[config.mk]
export PLATFORM = sky130hd
export DESIGN_NAME = macc_accum
export DESIGN_NICKNAME = d
export VERILOG_FILES = /design/src/rtl/macc_accum.sv
export SDC_FILE = /design/constraint.sdc
export NUM_CORES = 1
export LEC_CHECK = 0
export CAP_MARGIN = 40
export CORE_MARGIN = 8
export CORE_UTILIZATION = 50
export CTS_CLUSTER_SIZE = 10
export DETAILED_ROUTE_END_ITERATION = 16
export PLACE_DENSITY = 0.71
export SYNTH_ARGS = -nofsm -noshare
export SYNTH_HDL_FRONTEND = slang
export SYNTH_SLANG_ARGS = --single-unit
[constraint.sdc]
create_clock -name i_clk -period 8.5 [get_ports i_clk]
set_input_delay 0.85 -clock i_clk [delete_from_list [all_inputs] [get_ports i_clk]]
set_output_delay 0.85 -clock i_clk [all_outputs]
set_load 0.05 [all_outputs]
[src/rtl/macc_accum.sv]
// Two-stage a*b+c pipeline feeding a frame accumulator with a sticky carry,
// a saturating beat count and a valid/ready result register.
module macc_accum #(
   parameter int N     = 6,
   parameter int ACC_W = 2*(N+1),
   parameter int CNT_W = 8
) (
   input  logic             i_clk,
   input  logic             i_rst_n,
   input  logic             i_in_valid,
   output logic             o_in_ready,
   input  logic [N:0]       i_a,
   input  logic [N:0]       i_b,
   input  logic [N-1:0]     i_c,
   input  logic             i_last,
   output logic             o_out_valid,
   input  logic             i_out_ready,
   output logic [ACC_W-1:0] o_out_sum,
   output logic             o_out_cout,
   output logic [CNT_W-1:0] o_out_beats
);

   // valid bits for S1 (index 1) and S2 (index 2)
   logic [2:1]       r_vld_pipe;
   logic [N:0]       r_s1_a, r_s1_b;
   logic [N-1:0]     r_s1_c;
   logic             r_s1_last;
   logic [ACC_W-1:0] r_s2_term;
   logic             r_s2_tcout;
   logic             r_s2_last;

   logic [ACC_W-1:0] r_acc;
   logic             r_ovf;
   logic [CNT_W-1:0] r_cnt;

   logic             r_out_valid;
   logic [ACC_W-1:0] r_out_sum;
   logic             r_out_cout;
   logic [CNT_W-1:0] r_out_beats;

   logic             w_en;
   logic [ACC_W:0]   w_term;
   logic [ACC_W:0]   w_sum;
   logic             w_ncarry;
   logic [CNT_W-1:0] w_ncnt;
   logic             w_acc_fire;
   logic             w_load;

   // A frame end cannot retire while an unaccepted result still occupies the port.
   assign w_en       = !(r_out_valid && !i_out_ready && r_vld_pipe[2] && r_s2_last);
   assign o_in_ready = w_en;

   assign w_term     = (ACC_W+1)'(r_s1_a) * (ACC_W+1)'(r_s1_b) + (ACC_W+1)'(r_s1_c);
   assign w_sum      = (ACC_W+1)'(r_acc) + (ACC_W+1)'(r_s2_term);
   assign w_ncarry   = r_ovf | r_s2_tcout | w_sum[ACC_W];
   assign w_ncnt     = (r_cnt == {CNT_W{1'b1}}) ? r_cnt : r_cnt + CNT_W'(1);
   assign w_acc_fire = r_vld_pipe[2] && w_en;
   assign w_load     = w_acc_fire && r_s2_last;

   always_ff @(posedge i_clk) begin
      if (!i_rst_n) begin
         r_vld_pipe <= '0;
      end else if (w_en) begin
         r_vld_pipe <= {r_vld_pipe[1], i_in_valid};
      end
   end

   // Datapath registers carry no reset; their valid bits qualify them.
   always_ff @(posedge i_clk) begin
      if (w_en) begin
         r_s1_a     <= i_a;
         r_s1_b     <= i_b;
         r_s1_c     <= i_c;
         r_s1_last  <= i_last;
         r_s2_term  <= w_term[ACC_W-1:0];
         r_s2_tcout <= w_term[ACC_W];
         r_s2_last  <= r_s1_last;
      end
   end

   always_ff @(posedge i_clk) begin
      if (!i_rst_n) begin
         r_acc <= '0;
         r_ovf <= 1'b0;
         r_cnt <= '0;
      end else if (w_acc_fire) begin
         if (r_s2_last) begin
            r_acc <= '0;
            r_ovf <= 1'b0;
            r_cnt <= '0;
         end else begin
            r_acc <= w_sum[ACC_W-1:0];
            r_ovf <= w_ncarry;
            r_cnt <= w_ncnt;
         end
      end
   end

   always_ff @(posedge i_clk) begin
      if (!i_rst_n) begin
         r_out_valid <= 1'b0;
         r_out_sum   <= '0;
         r_out_cout  <= 1'b0;
         r_out_beats <= '0;
      end else if (w_load) begin
         r_out_valid <= 1'b1;
         r_out_sum   <= w_sum[ACC_W-1:0];
         r_out_cout  <= w_ncarry;
         r_out_beats <= w_ncnt;
      end else if (i_out_ready) begin
         r_out_valid <= 1'b0;
      end
   end

   assign o_out_valid = r_out_valid;
   assign o_out_sum   = r_out_sum;
   assign o_out_cout  = r_out_cout;
   assign o_out_beats = r_out_beats;

endmodule
Word-level counts from Yosys, hierarchy flattened --
Cells that the tools add are included.
Cells by class: add/sub/neg operators 3, equal/unequal tests 1, multiply operators 1, reductions and logical operators 8, muxes and demuxes 6, bitwise operators 2
Operators by type and width (number):
- 8-bit 2-to-1 mux | 2
- 14-bit by 14-bit adder with 15-bit output | 1
- 14-bit by 6-bit adder with 15-bit output | 1
- 7-bit by 7-bit multiplier with 14-bit output | 1
- 14-bit 2-to-1 mux | 1
- 8-bit by 1-bit adder with 8-bit output (second input constant) | 1
- 8-bit equality test (second input constant) | 1
- 1-bit logical AND | 5
- 1-bit 2-to-1 mux | 3
- 1-bit logical NOT | 2
- 1-bit bitwise OR | 2
- 2-bit nonzero test | 1
Storage, ports and cells: bits of input ports 25, output and inout port bits 25, register bits 86, logic and storage cells 36

Depth between registers and ports, before layout --
Gate-level depths: netlist of the first run.
depth after elaboration 8, depth in mapped cells 16, mapped depth without buffers 16

Least setup slack after synthesis of the first run --
Ideal clock, no wire load.
kind reg2reg, from register r_s1_b[6], to register r_s2_term[13] (data pin), required time 8237 ps, buffers on the path 0, slack 4199 ps, arrival 4038 ps, library setup time 263 ps, period minus slack after synthesis 4301 ps, cell stages (with the launch flop) 14, cells stage by stage edfxtp_1 and2_1 fa_1 fa_1 fa_1 inv_1 fa_1 inv_1 ha_1 or3_1 a211oi_1 nor2_1 a311oi_1 xnor2_1
Between the ends: cells in the longest elaborated chain, start to end 2
Ends and longest elaborated chain:
- start, declared | line 25 | logic [N:0] r_s1_a, r_s1_b;
- start signal, assigned | line 72 | r_s1_b <= i_b;
- 7-bit by 7-bit multiplier with 14-bit output | line 53 | assign w_term = (ACC_W+1)'(r_s1_a) * (ACC_W+1)'(r_s1_b) + (ACC_W+1)'(r_s1_c);
- 14-bit by 6-bit adder with 15-bit output | line 53
- via w_term[13] | line 42 | logic [ACC_W:0] w_term;
- end signal, assigned | line 75 | r_s2_term <= w_term[ACC_W-1:0];
- end, declared | line 28 | logic [ACC_W-1:0] r_s2_term;
The timed path passes the listed nets, and every way through them passes these cells. A chain may end at the register's enable or synchronous reset.

Final worst setup path of the first run --
from register r_s1_a[4], to register r_s2_term[13] (data pin)
Between the ends: cells in the longest elaborated chain, start to end 2
Ends and longest elaborated chain:
- start, declared | line 25
- start signal, assigned | line 71 | r_s1_a <= i_a;
- 7-bit by 7-bit multiplier with 14-bit output | line 53
- 14-bit by 6-bit adder with 15-bit output | line 53
- via w_term[13] | line 42
The timed path passes the listed nets, and every way through them passes these cells.

==> impl_summary.md, run 1 <==
Yosys
The cell area that synthesis handed to floorplanning was 5652 um2. In the synthesized netlist the dominant register cell turns out to be sky130_fd_sc_hd__dfxtp_1. The number of enable-type register cells in the synthesized netlist is 37. The proportion of synthesized flip-flops having asynchronous set or reset is 0. The cell count after synthesis came out at 587. The post-synthesis register bit count is 86. Averaged over all synthesized cells, the footprint is 9.628 um2. The number of unique standard cell types used by synthesis is 54. Yosys printed 0 warnings. The number of nets in the synthesized netlist is 697. The share of the Yosys chip area taken by registers is 0.3702.

Drt
The detailed router used layers up to and including met4. After detailed routing, the number of vias per cell comes to 5.462. The first TritonRoute pass finished after 4 iterations. The detail route stage leaves a number of antenna-violating nets equal to 0. For this block, the routed nets add up to 11720 um of wire. The overall via count from detail_route is 4266.

The detailed route wirelength on metal3 is 686 um. The detailed router put a total of 5116 um of wire on met1. The average detailed-routed wire length per instance is 15.00 um. The amount of wire on met2 after detailed routing is 5747 um. For this block, the initial DRC count from the detailed router was 261.

The total DRC errors in the routed layout is 0.

Cells and area
In the layout the commonest cells are 65 x sky130_fd_sc_hd__inv_1, 64 x sky130_fd_sc_hd__nand2_1, 54 x sky130_fd_sc_hd__ha_1. Leaving out fill and tap cells, the most frequent cell in the layout is sky130_fd_sc_hd__inv_1. The count of filler cells inserted in the layout is 982.

In the final layout, the share of cells above drive strength 1 is 0.03762. The post-route cell area is 6609 um2. Summing all flip-flop and latch instances after layout gives 2092 um2. After the flow finishes, the layout carries non-filler instances totaling 781. The multi-input combinational cell area is 3254 um2. The layout overhead on the synthesized area is 16.94%. The final layout contains 743 nets.

The core utilization of the finished layout is 0.5889. The number of inserted diodes is 0.

Worst setup path
The slowest stage of the critical path is the sky130_fd_sc_hd__fa_1 cell. The number of cells on the worst reg-to-reg path is 13. The worst setup path is launched from a flop. The most numerous cell on the critical path is sky130_fd_sc_hd__fa_1. The top fanout value on the critical path is 7. For the worst setup path, the data arrival time is 4700 ps. The combined buffer and inverter count along the critical path is 2.

The launch point of the worst reg-to-reg path is r_s1_a[4]. The worst setup path is of the reg2reg kind. The endpoint type of the worst setup path is a flop. The depth of the critical timing path with buffers and inverters included is 13. The termination of the worst setup path is r_s2_term[13]. The required time of the critical path is 8590 ps.

The critical path goes through and2_1, fa_1, fa_1, fa_1, inv_1, fa_1, inv_1, ha_1, or3_1, a211oi_1, nor2_1, a311oi_1, xnor2_1. The worst reg2reg path endpoint is r_s2_term[13]. The cell family contributing the most delay on the critical path is adder cells. The internal reg-to-reg setup slack is 3890 ps.

The start point of the critical path is r_s1_a[4]. The peak per-stage delay on the critical path is 560 ps.

Placement
Summed over all nets, the half-perimeter wirelength after detailed placement is 8914 um. Once placement completed, the tool counted placed cells totaling 765. The congestion estimate from routability-driven global placement came to 0.9042. The cell area reported after detailed placement is 6295 um2. The number of input and output port buffers inserted is 49.

CTS
After clock tree synthesis, the setup repair step added 0 buffers. After clock tree synthesis, the clock-pin slew on the worst setup and hold paths is 70 ps. The TritonCTS clock tree is built. The root buffer cell chosen for the clock tree is sky130_fd_sc_hd__clkbuf_16.

The number of hold buffers added after CTS was 0. The H-tree depth is 3. In this run the deepest clock path goes through 2 buffers. The number of clock sinks is 86. Once the clock tree was built, the resizer swapped 0 gates to a different size. In this run, CTS created clock tree buffers numbering 9.

Clock latency on the worst-skew pair, taken at its later pin, is 340 ps.

Power
The design draws 1.449 mW. In this run the static leakage power is 2.932 nW. The areal power density over the cells is 219.2 nW/um2.

IR analysis of the VDD net gives a maximum drop of 133.0 uV.

STA
The highest attainable clock frequency is 0.2169 GHz. Dividing the final minimum period by the clock period gives 0.5424. The worst slew margin relative to its limit is 0.4642. The final setup TNS is 0 ps. For the finished layout, the period the worst path requires is 4610 ps. The final setup skew is 10.26 ps. The final-report max-slew violation count was 0. The final-report hold violation count is 0. The total setup violations reported at the end of the flow is 0. Setup repair after global routing left no endpoint under its margin. The transition time at the pin with the least slew margin is 800.7 ps.

Min path
In this run the worst hold path is classified as reg2reg. The hold path depth is 0.

Run
The max-capacitance violation count is 0.

Die
The die is 122.3 um tall. The total I/O pin count is 50. The overall die area is 14960 um2. The floorplan die width is 122.3 um.

The number of rows created at floorplan is 39. The initial utilization of the core area, before any placement, comes to 0.5036. The total core area is 11220 um2.

Global route
Entering global routing, the biggest net connects 29 pins. The number of antenna violations at the first check in global routing is 0. Global routing finished with a remaining overflow of 0.

For this run, the total global-route usage over all layers was measured as 0.1645. The number of global-route vias before repair is 4342. The global-route wire length before repair is 19980 um.

Outcome
The flow ran to the end, and the final reports show no timing, DRC or antenna violations.
[worst min-delay path by stage]
stage,slack [ps],start,endpoint
floorplan,400,r_s1_last,r_s2_last
global placement,400,r_s1_last,r_s2_last
detailed placement,410,r_s1_last,r_s2_last
CTS,420,r_s1_last,r_s2_last
global route,440,r_s1_last,r_s2_last
finish,420,r_s1_last,r_s2_last
[power by group]
group / switching [mW] / internal (mW) / total, mW / leakage, nW
Sequential: 0.0241 / 0.493 / 0.517 / 0.792
Clock: 0.159 / 0.259 / 0.418 / 0.155
Combinational: 0.294 / 0.219 / 0.514 / 1.99
[synth_stat cells, drive strengths merged (4+ instances only)]
library cell,number,area (um2)
a211oi,4,30.03
a21boi,6,45.04
a21o,13,97.59
a21oi,37,188.9
a22oi,5,37.54
a31oi,4,31.28
and2,31,193.9
and3,7,43.79
clkbuf,14,52.55
dfxtp,49,980.9
edfxtp,37,1111
fa,31,620.6
ha,54,675.7
inv,65,244.0
mux2i,4,40.04
nand2,64,240.2
nand3,14,70.07
nand4,5,31.28
nor2,30,112.6
nor2b,12,75.07
nor3,7,35.03
nor4,4,25.02
o211ai,4,30.03
o21a,5,37.54
o21ai,19,95.09
o31ai,5,37.54
or3,9,56.30
xnor2,12,105.1
xor2,6,52.55
[sequential cells by signal, indices dropped and copies added (netlist names)]
signal,flops
o_out_sum,14
r_acc,14
r_s2_term,14
o_out_beats,8
r_cnt,8
r_s1_a,7
r_s1_b,7
r_s1_c,6
r_vld_pipe,2
o_out_cout,1
o_out_valid,1
r_ovf,1
r_s1_last,1
r_s2_last,1
r_s2_tcout,1
[stage by stage]
step	hold WS [ps]	worst slack, ps
3_3_place_gp	401.6	4076
6_report	417.7	3890
4_1_cts	419.4	3892
5_1_grt	437.4	3660
3_5_place_dp	409.2	3896
2_1_floorplan	400.3	4199
[worst register-to-register path, stage by stage, from the launching register on]
cell and delay (ps):
sky130_fd_sc_hd__edfxtp_1 480, sky130_fd_sc_hd__and2_1 230, sky130_fd_sc_hd__fa_1 560, sky130_fd_sc_hd__fa_1 440, sky130_fd_sc_hd__fa_1 540, sky130_fd_sc_hd__inv_1 60
sky130_fd_sc_hd__fa_1 540, sky130_fd_sc_hd__inv_1 40, sky130_fd_sc_hd__ha_1 220, sky130_fd_sc_hd__or3_1 340, sky130_fd_sc_hd__a211oi_1 320, sky130_fd_sc_hd__nor2_1 120
sky130_fd_sc_hd__a311oi_1 350, sky130_fd_sc_hd__xnor2_1 130
[cell type report]
class	count	share of cell area
well taps	143	0.02707
repair buffers	52	0.07952
clock inverters	5	0.01231
flip-flops and latches	86	0.3165
clock buffers	11	0.03521
multi-input cells	419	0.4924
inverters	65	0.03692
[routing by layer]
layer  GRT usage  up-vias
met1      0.1923     1985
met4     0.04798        0
met3     0.04508       17
met2      0.2894      138
met5           0        -
li1            -     2126
[cells by family (layout without fill, tap and decap cells)]
family / Yosys count / count (layout) / share of synthesized area
buf+inv: 82 / 133 / 0.05490
mux: 5 / 5 / 0.009077
fa+ha+maj: 85 / 85 / 0.2294
xor+xnor: 18 / 18 / 0.02789
simple gates: 192 / 192 / 0.1685
compound gates: 119 / 119 / 0.1401
flops: 86 / 86 / 0.3702
Power figures use the tool's default switching activity.
==> inputs of run 2 (changes only) <==
==> constraint.sdc (replaced) <==
create_clock -name i_clk -period 4.3 [get_ports i_clk]
set_input_delay 0.43 -clock i_clk [delete_from_list [all_inputs] [get_ports i_clk]]
set_output_delay 0.43 -clock i_clk [all_outputs]
set_load 0.05 [all_outputs]
==> run 2 against run 1 <==
  * Fmax increased by 8.9%
  * Sequential power up 97%
  * Die area unchanged
  * Worst setup slack worse by 3800 ps
  * Largest cell class unchanged
==> impl_summary.md, run 2 (same netlist as run 1, synthesis figures left out) <==
Outcome
Outcome: complete, no violations (unchanged).

CTS
The number of clock sinks came to 86 (unchanged). The clock root buffer is sky130_fd_sc_hd__clkbuf_16 (unchanged). The number of clock buffers inserted by TritonCTS is 9 (unchanged). The maximum count of clock buffers along a single path was 2 (unchanged).

The cts-stage hold buffer count was 0 (unchanged). The H-tree depth came to 3 (unchanged). The insertion delay to the later sink of the worst-skew pair is 340 ps (about the same).

The clock-pin transition on the worst setup and hold timing paths is 60 ps (was 70 ps). The TritonCTS clock tree is built (unchanged).

Drt
The number of nets still failing antenna checks after routing is 0 (unchanged). The overall via count from detail_route is 4424 (was 4266). The total wirelength of the detailed-routed design is 11930 um (was 11720 um). The via density per instance was 5.482 (was 5.462). The total DRC errors in the routed layout is 0 (unchanged). The first-pass iteration count of the detailed router is 4 (unchanged). The average detailed-routed wire length per instance came to 14.78 um (was 15.00 um). The number of DRC violations after detailed-routing iteration 0 is 307 (was 261).

Power
The part of the power in the clock network is 0.252 (was 0.288). The reported net switching power is 972.4 uW (was 477.3 uW). The combinational share of power is 0.397 (was 0.355). The total internal power is 1.931 mW (was 971.3 uW). The fraction of power consumed by sequential logic is 0.351 (was 0.357). The maximum ir drop on the vdd rail is 248.3 uV (was 133.0 uV). The areal power density over the cells is 423.5 nW/um2 (was 219.2 nW/um2).

The leakage power was 3.097 nW (was 2.932 nW). The switching power as a share of total power is 0.3349 (was 0.3295).

Cells and area
The most common cell after layout, fill and taps aside is sky130_fd_sc_hd__inv_1 (unchanged). The number of inserted diodes is 0 (unchanged). The layout overhead on the synthesized area is 21.32% (was 16.94%).

The count of filler cells inserted in the layout came to 920 (was 982). The non-filler instance count after layout is 807 (was 781). Commonest non-fill, non-tap cells in the layout: 64 x sky130_fd_sc_hd__inv_1, 63 x sky130_fd_sc_hd__nand2_1, 51 x sky130_fd_sc_hd__ha_1 (was 65 x sky130_fd_sc_hd__inv_1, 64 x sky130_fd_sc_hd__nand2_1, 54 x sky130_fd_sc_hd__ha_1). The post-route cell area came to 6857 um2 (was 6609 um2). The total number of nets in the final design is 769 (was 743). The share of layout cells above drive strength 1 was 0.09940 (was 0.03762). The core utilization of the finished layout was 0.6109 (was 0.5889).

Global route
The global-route wire length before repair is 20000 um (was 19980 um). The aggregate global routing overflow is 0 (unchanged). The total track usage is 0.1644 (was 0.1645). The number of global-route vias before repair came to 4442 (was 4342). The maximum number of pins on one net before global-route repair came to 40 (was 29).

The number of antenna violations at the first check in global routing came to 0 (unchanged).

STA
The final setup skew was 6.157 ps (was 10.26 ps). The worst slew margin relative to its limit came to 0.4468 (was 0.4642). The highest attainable clock frequency is 0.2362 GHz (was 0.2169 GHz). The final-report max-slew violation count is 0 (unchanged).

The final clock period utilization by the worst path is 0.9846 (was 0.5424). The final period demand of the worst path is 4234 ps (was 4610 ps). The final-report hold violation count is 0 (unchanged). The total setup violations reported at the end of the flow is 0 (unchanged). The transition time at the pin with the least slew margin is 826.7 ps (was 800.7 ps).

Die
The floorplan die width came to 122.3 um (unchanged). The total core area came to 11220 um2 (unchanged). The number of rows created at floorplan is 39 (unchanged). The total I/O pin count is 50 (unchanged). The vertical die dimension is 122.3 um (unchanged).

The overall die area is 14960 um2 (unchanged). The initial cell density of the core is 0.5036 (unchanged).

Min path
The kind of path behind the tightest hold check was reg2reg (unchanged). The hold path depth came to 0 (unchanged). The worst min-delay path startpoint is r_s1_last (unchanged). The end of the worst hold path is r_s2_last (unchanged).

Worst setup path
The kind of launch point of the worst setup path is a flop (unchanged). CP cell instances: and2_4, fa_1, fa_1, fa_1, inv_2, fa_1, inv_1, ha_2, or3_4, a211oi_4, nor2_1, a311oi_1, xnor2_1 (was and2_1, fa_1, fa_1, fa_1, inv_1, fa_1, inv_1, ha_1, or3_1, a211oi_1, nor2_1, a311oi_1, xnor2_1). The category of the most critical setup path is reg2reg (unchanged). The start point of the critical path is r_s1_a[1] (was r_s1_a[4]). The launch point of the worst reg-to-reg path is r_s1_a[1] (was r_s1_a[4]). The critical-path cell with the highest stage delay is sky130_fd_sc_hd__fa_1 (unchanged). The endpoint type of the worst setup path is a flop (unchanged). The internal reg-to-reg setup slack is 70 ps (was 3890 ps). The count of cells along the worst register-to-register path is 13 (unchanged). The peak per-stage delay on the critical path is 540 ps (was 560 ps). The top fanout value on the critical path was 4 (was 7). The required time of the critical path came to 4390 ps (was 8590 ps).

The arrival time at the worst endpoint is 4320 ps (was 4700 ps). The worst reg2reg path endpoint is r_s2_term[13] (unchanged). The most numerous cell on the critical path is sky130_fd_sc_hd__fa_1 (unchanged).

Placement
The placer congestion estimate came to 0.8849 (was 0.9042). The final HPWL from detailed placement came to 9002 um (was 8914 um). The post-placement cell count is 782 (was 765). The number of input and output port buffers inserted is 49 (unchanged). The cell area reported after detailed placement is 6410 um2 (was 6295 um2).

Run
The max-capacitance violation count is 0 (unchanged).
-- run 2: cell types whose count changed in the layout (fill, tap and decap cells not counted), sizes merged --
cell,change
bufinv,-2
inv,-3
buf,+26
clkinv,+3
clkbuf,+2
-- run 2: power groups by stage --
stage / registers, mW / clock network, mW / logic, mW
finish: 1.02 / 0.731 / 1.15
global route: 1.03 / 0.778 / 1.29
CTS: 1.02 / 0.747 / 1.09
detailed placement: 1.04 / 0 / 1.04
global placement: 1.03 / 0 / 1.01
floorplan: 1.05 / 0 / 0.759
-- run 2: critical path, delay by kind of cell, from the launching register on --
family,cells,cell delay [ps]
xor+xnor,1,100
simple gates,3,700
flops,1,470
compound gates,2,510
fa+ha+maj,5,2140
buf+inv,2,80
-- run 2: how the worst max path moves through the flow --
stage                          to  slack (ps)  cells after the start
floorplan           r_s2_term[13]          40                     13
global placement    r_s2_term[13]         -20                     13
detailed placement  r_s2_term[13]        -150                     13
CTS                 r_s2_term[13]           9                     13
global route        r_s2_term[13]         -40                     14
finish              r_s2_term[13]          70                     13
-- run 2: final cells by class --
type	instances	area, um2	area share
multi-input cells	419	3342	0.4874
repair buffers	78	719.4	0.1049
inverters	65	244.0	0.03558
clock buffers	13	261.5	0.03814
well taps	143	178.9	0.02609
clock inverters	3	18.77	0.002737
flip-flops and latches	86	2092	0.3051
-- run 2: metrics by stage --
step                hold slack [ps]  TNS (ps)  total power [mW]  setup WS (ps)
CTS                           415.8         0             2.857          8.849
finish                        412.8         0             2.904          66.03
global placement              403.1    -17.21             2.043         -17.21
floorplan                     400.3         0             1.809          40.57
detailed placement            408.3    -316.9             2.076         -149.2
global route                  422.4    -48.12             3.098         -38.40
-- run 2: metal layers --
layer,global-route usage,share of wire,vias up
met5,0,0,-
met4,0.06321,0.022,0
met3,0.04646,0.055,25
met2,0.2880,0.50,124
met1,0.1863,0.43,2104
li1,-,-,2171
-- run 2: repair_timing --
item                       4_1_cts  5_1_grt
setup buffers                    7        2
resized for setup                5       21
pin swaps                        4       21
gates cloned                     0        0
setup endpoints to repair        5        5
==> inputs of run 3 (changes only) <==
==> constraint.sdc (replaced) <==
create_clock -name i_clk -period 4.3 [get_ports i_clk]
set_input_delay 0.86 -clock i_clk [delete_from_list [all_inputs] [get_ports i_clk]]
set_output_delay 0.86 -clock i_clk [all_outputs]
set_load 0.05 [all_outputs]
==> run 3 against run 2 <==
  * Via count is 0.45% higher
  * Sequential share of layout area is 0.29 points lower
  * Worst setup slack worse by 2.8 ps
  * Clock skew is 1.5 ps lower
==> impl_summary.md, run 3 (same netlist as run 1, synthesis figures left out) <==
Outcome
Outcome: complete, no violations (unchanged).

Drt
The wire length on met1 came to 5214 um (was 5098 um). The first-pass iteration count of the detailed router is 4 (unchanged). The number of DRC violations after detailed-routing iteration 0 is 249 (was 307). The overall via count from detail_route is 4444 (was 4424). The number of nets still failing antenna checks after routing is 0 (unchanged). The via density per instance came to 5.466 (was 5.482). The detailed route wirelength on metal3 came to 651 um (was 661 um).

The total wirelength of the detailed-routed design is 12270 um (was 11930 um). The amount of wire on met2 after detailed routing was 6079 um (was 5909 um). The total DRC errors in the routed layout is 0 (unchanged). The highest metal layer with signal wires is met4 (unchanged). The average detailed-routed wire length per instance came to 15.10 um (was 14.78 um).

Cells and area
The post-route cell area is 6923 um2 (was 6857 um2). The layout overhead on the synthesized area is 22.49% (was 21.32%). The count of filler cells inserted in the layout came to 950 (was 920). The non-filler instance count after layout was 813 (was 807).

The total number of nets in the final design came to 775 (was 769). The share of layout cells above drive strength 1 is 0.1179 (was 0.09940). Commonest non-fill, non-tap cells in the layout: 63 x sky130_fd_sc_hd__inv_1, 62 x sky130_fd_sc_hd__nand2_1, 52 x sky130_fd_sc_hd__ha_1 (was 64 x sky130_fd_sc_hd__inv_1, 63 x sky130_fd_sc_hd__nand2_1, 51 x sky130_fd_sc_hd__ha_1). The number of inserted diodes is 0 (unchanged). The most common cell after layout, fill and taps aside is sky130_fd_sc_hd__inv_1 (unchanged).

Min path
The kind of path behind the tightest hold check is reg2reg (unchanged).

Worst setup path
The combined buffer and inverter count along the critical path is 3 (was 2). The peak per-stage delay on the critical path is 540 ps (about the same). The category of the most critical setup path is reg2reg (unchanged).

The arrival time at the worst endpoint is 4410 ps (was 4320 ps). The most numerous cell on the critical path is sky130_fd_sc_hd__fa_1 (unchanged). The critical-path cell with the highest stage delay is sky130_fd_sc_hd__fa_1 (unchanged). The kind of launch point of the worst setup path is a flop (unchanged).

The top fanout value on the critical path came to 5 (was 4). The endpoint type of the worst setup path is a flop (unchanged). The required time of the critical path is 4470 ps (was 4390 ps). The kind of cell adding the most delay to the critical path is adder cells (unchanged).

The internal reg-to-reg setup slack is 60 ps (was 70 ps). CP cell instances: buf_4, and2_1, fa_1, fa_1, inv_1, fa_1, inv_1, ha_1, ha_2, or3_4, o221a_4, or3_4, o311ai_4 (was and2_4, fa_1, fa_1, fa_1, inv_2, fa_1, inv_1, ha_2, or3_4, a211oi_4, nor2_1, a311oi_1, xnor2_1).

Placement
The final HPWL from detailed placement came to 9246 um (was 9002 um). The post-placement cell count is 784 (was 782). The worst-case setup slack after placement is -167.5 ps (was -149.2 ps). The cell area reported after detailed placement is 6422 um2 (was 6410 um2). The number of input and output port buffers inserted came to 49 (unchanged).

The placer congestion estimate is 0.8931 (was 0.8849).

Global route
The total track usage was 0.1683 (was 0.1644). The global-route wire length before repair is 20440 um (was 20000 um). The number of antenna violations at the first check in global routing was 0 (unchanged).

The number of global-route vias before repair was 4578 (was 4442). The maximum number of pins on one net before global-route repair is 40 (unchanged). The aggregate global routing overflow was 0 (unchanged).

STA
The final period demand of the worst path is 4237 ps (was 4234 ps). The total setup violations reported at the end of the flow is 0 (unchanged). The final clock period utilization by the worst path was 0.9853 (was 0.9846). The highest attainable clock frequency is 0.2360 GHz (was 0.2362 GHz).

The worst slew margin relative to its limit was 0.4834 (was 0.4468). The final-report max-slew violation count is 0 (unchanged). The final setup skew is 4.678 ps (was 6.157 ps). Setup repair after global routing could not meet its margin everywhere.

The minimum setup slack in the final design is 63.23 ps (was 66.03 ps). The transition time at the pin with the least slew margin was 755.3 ps (was 826.7 ps). The final-report hold violation count is 0 (unchanged).

Die
The initial cell density of the core came to 0.5036 (unchanged). The total I/O pin count was 50 (unchanged). The number of rows created at floorplan is 39 (unchanged). The vertical die dimension came to 122.3 um (unchanged). The overall die area is 14960 um2 (unchanged). The floorplan die width is 122.3 um (unchanged). The total core area is 11220 um2 (unchanged).

CTS
The clock-pin transition on the worst setup and hold timing paths is 60 ps (about the same). The clock root buffer is sky130_fd_sc_hd__clkbuf_16 (unchanged). The H-tree depth was 3 (unchanged). The number of clock sinks is 86 (unchanged). The number of clock buffers inserted by TritonCTS is 9 (unchanged). The cts-stage hold buffer count was 0 (unchanged).

The maximum count of clock buffers along a single path is 2 (unchanged). The insertion delay to the later sink of the worst-skew pair is 340 ps (about the same). The TritonCTS clock tree was built (unchanged).

Power
The leakage power came to 3.132 nW (was 3.097 nW). The overall power consumption was 2.954 mW (was 2.904 mW). The areal power density over the cells is 426.8 nW/um2 (was 423.5 nW/um2). The maximum ir drop on the vdd rail came to 281.7 uV (was 248.3 uV).

Run
The max-capacitance violation count is 0 (unchanged).
[run 3: cell type report]
class	instances	area, um2	area share
flip-flops and latches	86	2092	0.3022
multi-input cells	419	3364	0.4860
well taps	143	178.9	0.02584
clock buffers	11	232.7	0.03362
inverters	65	244.0	0.03524
repair buffers	84	754.5	0.1090
clock inverters	5	56.30	0.008133
[run 3: layer usage]
layer / up-vias / global-route usage
met5: - / 0
li1: 2183 / -
met4: 0 / 0.07692
met1: 2109 / 0.1859
met3: 29 / 0.04370
met2: 123 / 0.2983
[run 3: timing repair]
| item | in CTS | in global routing |
|---|---|---|
| setup endpoints to repair | 4 | 7 |
| gates resized for setup | 5 | 25 |
| pin swaps | 4 | 19 |
| hold endpoints to repair | 0 | 0 |
| buffers inserted | 7 | 6 |
| gates cloned | 0 | 0 |
[run 3: final timing paths]
| check | end | depth (start not counted) | startpoint |
|---|---|---|---|
| hold reg to reg | r_s2_last | 0 | r_s1_last |
| hold / removal | r_s2_last | 0 | r_s1_last |
| setup reg to reg | r_s2_tcout | 13 | r_s1_b[6] |
| setup / recovery | r_s2_tcout | 13 | r_s1_b[6] |
[run 3: stage by stage]
| step | setup TNS [ps] | hold slack (ps) | utilization |
|---|---|---|---|
| after floorplan | 0 | 400.3 | - |
| after global placement | -23.68 | 403.0 | 0.5716 |
| after detailed placement | -303.4 | 415.9 | 0.5722 |
| after CTS | 0 | 424.4 | 0.6042 |
| after global routing | -69.70 | 442.5 | 0.6168 |
| final | 0 | 426.6 | 0.6168 |
[run 3: where the power goes]
| group | internal (mW) | total, mW | switching, mW |
|---|---|---|---|
| clock network | 0.452 | 0.766 | 0.314 |
| registers | 0.975 | 1.02 | 0.0460 |
| logic | 0.536 | 1.17 | 0.631 |
[run 3: worst reg2reg max path: cells and delay by family (launching register included)]
family | cells | cell delay [ps]
buffers and inverters | 3 | 280
adders and majority gates | 5 | 2070
DFF | 1 | 440
AOI/OAI and AO/OA | 2 | 380
and+or+nand+nor | 3 | 900
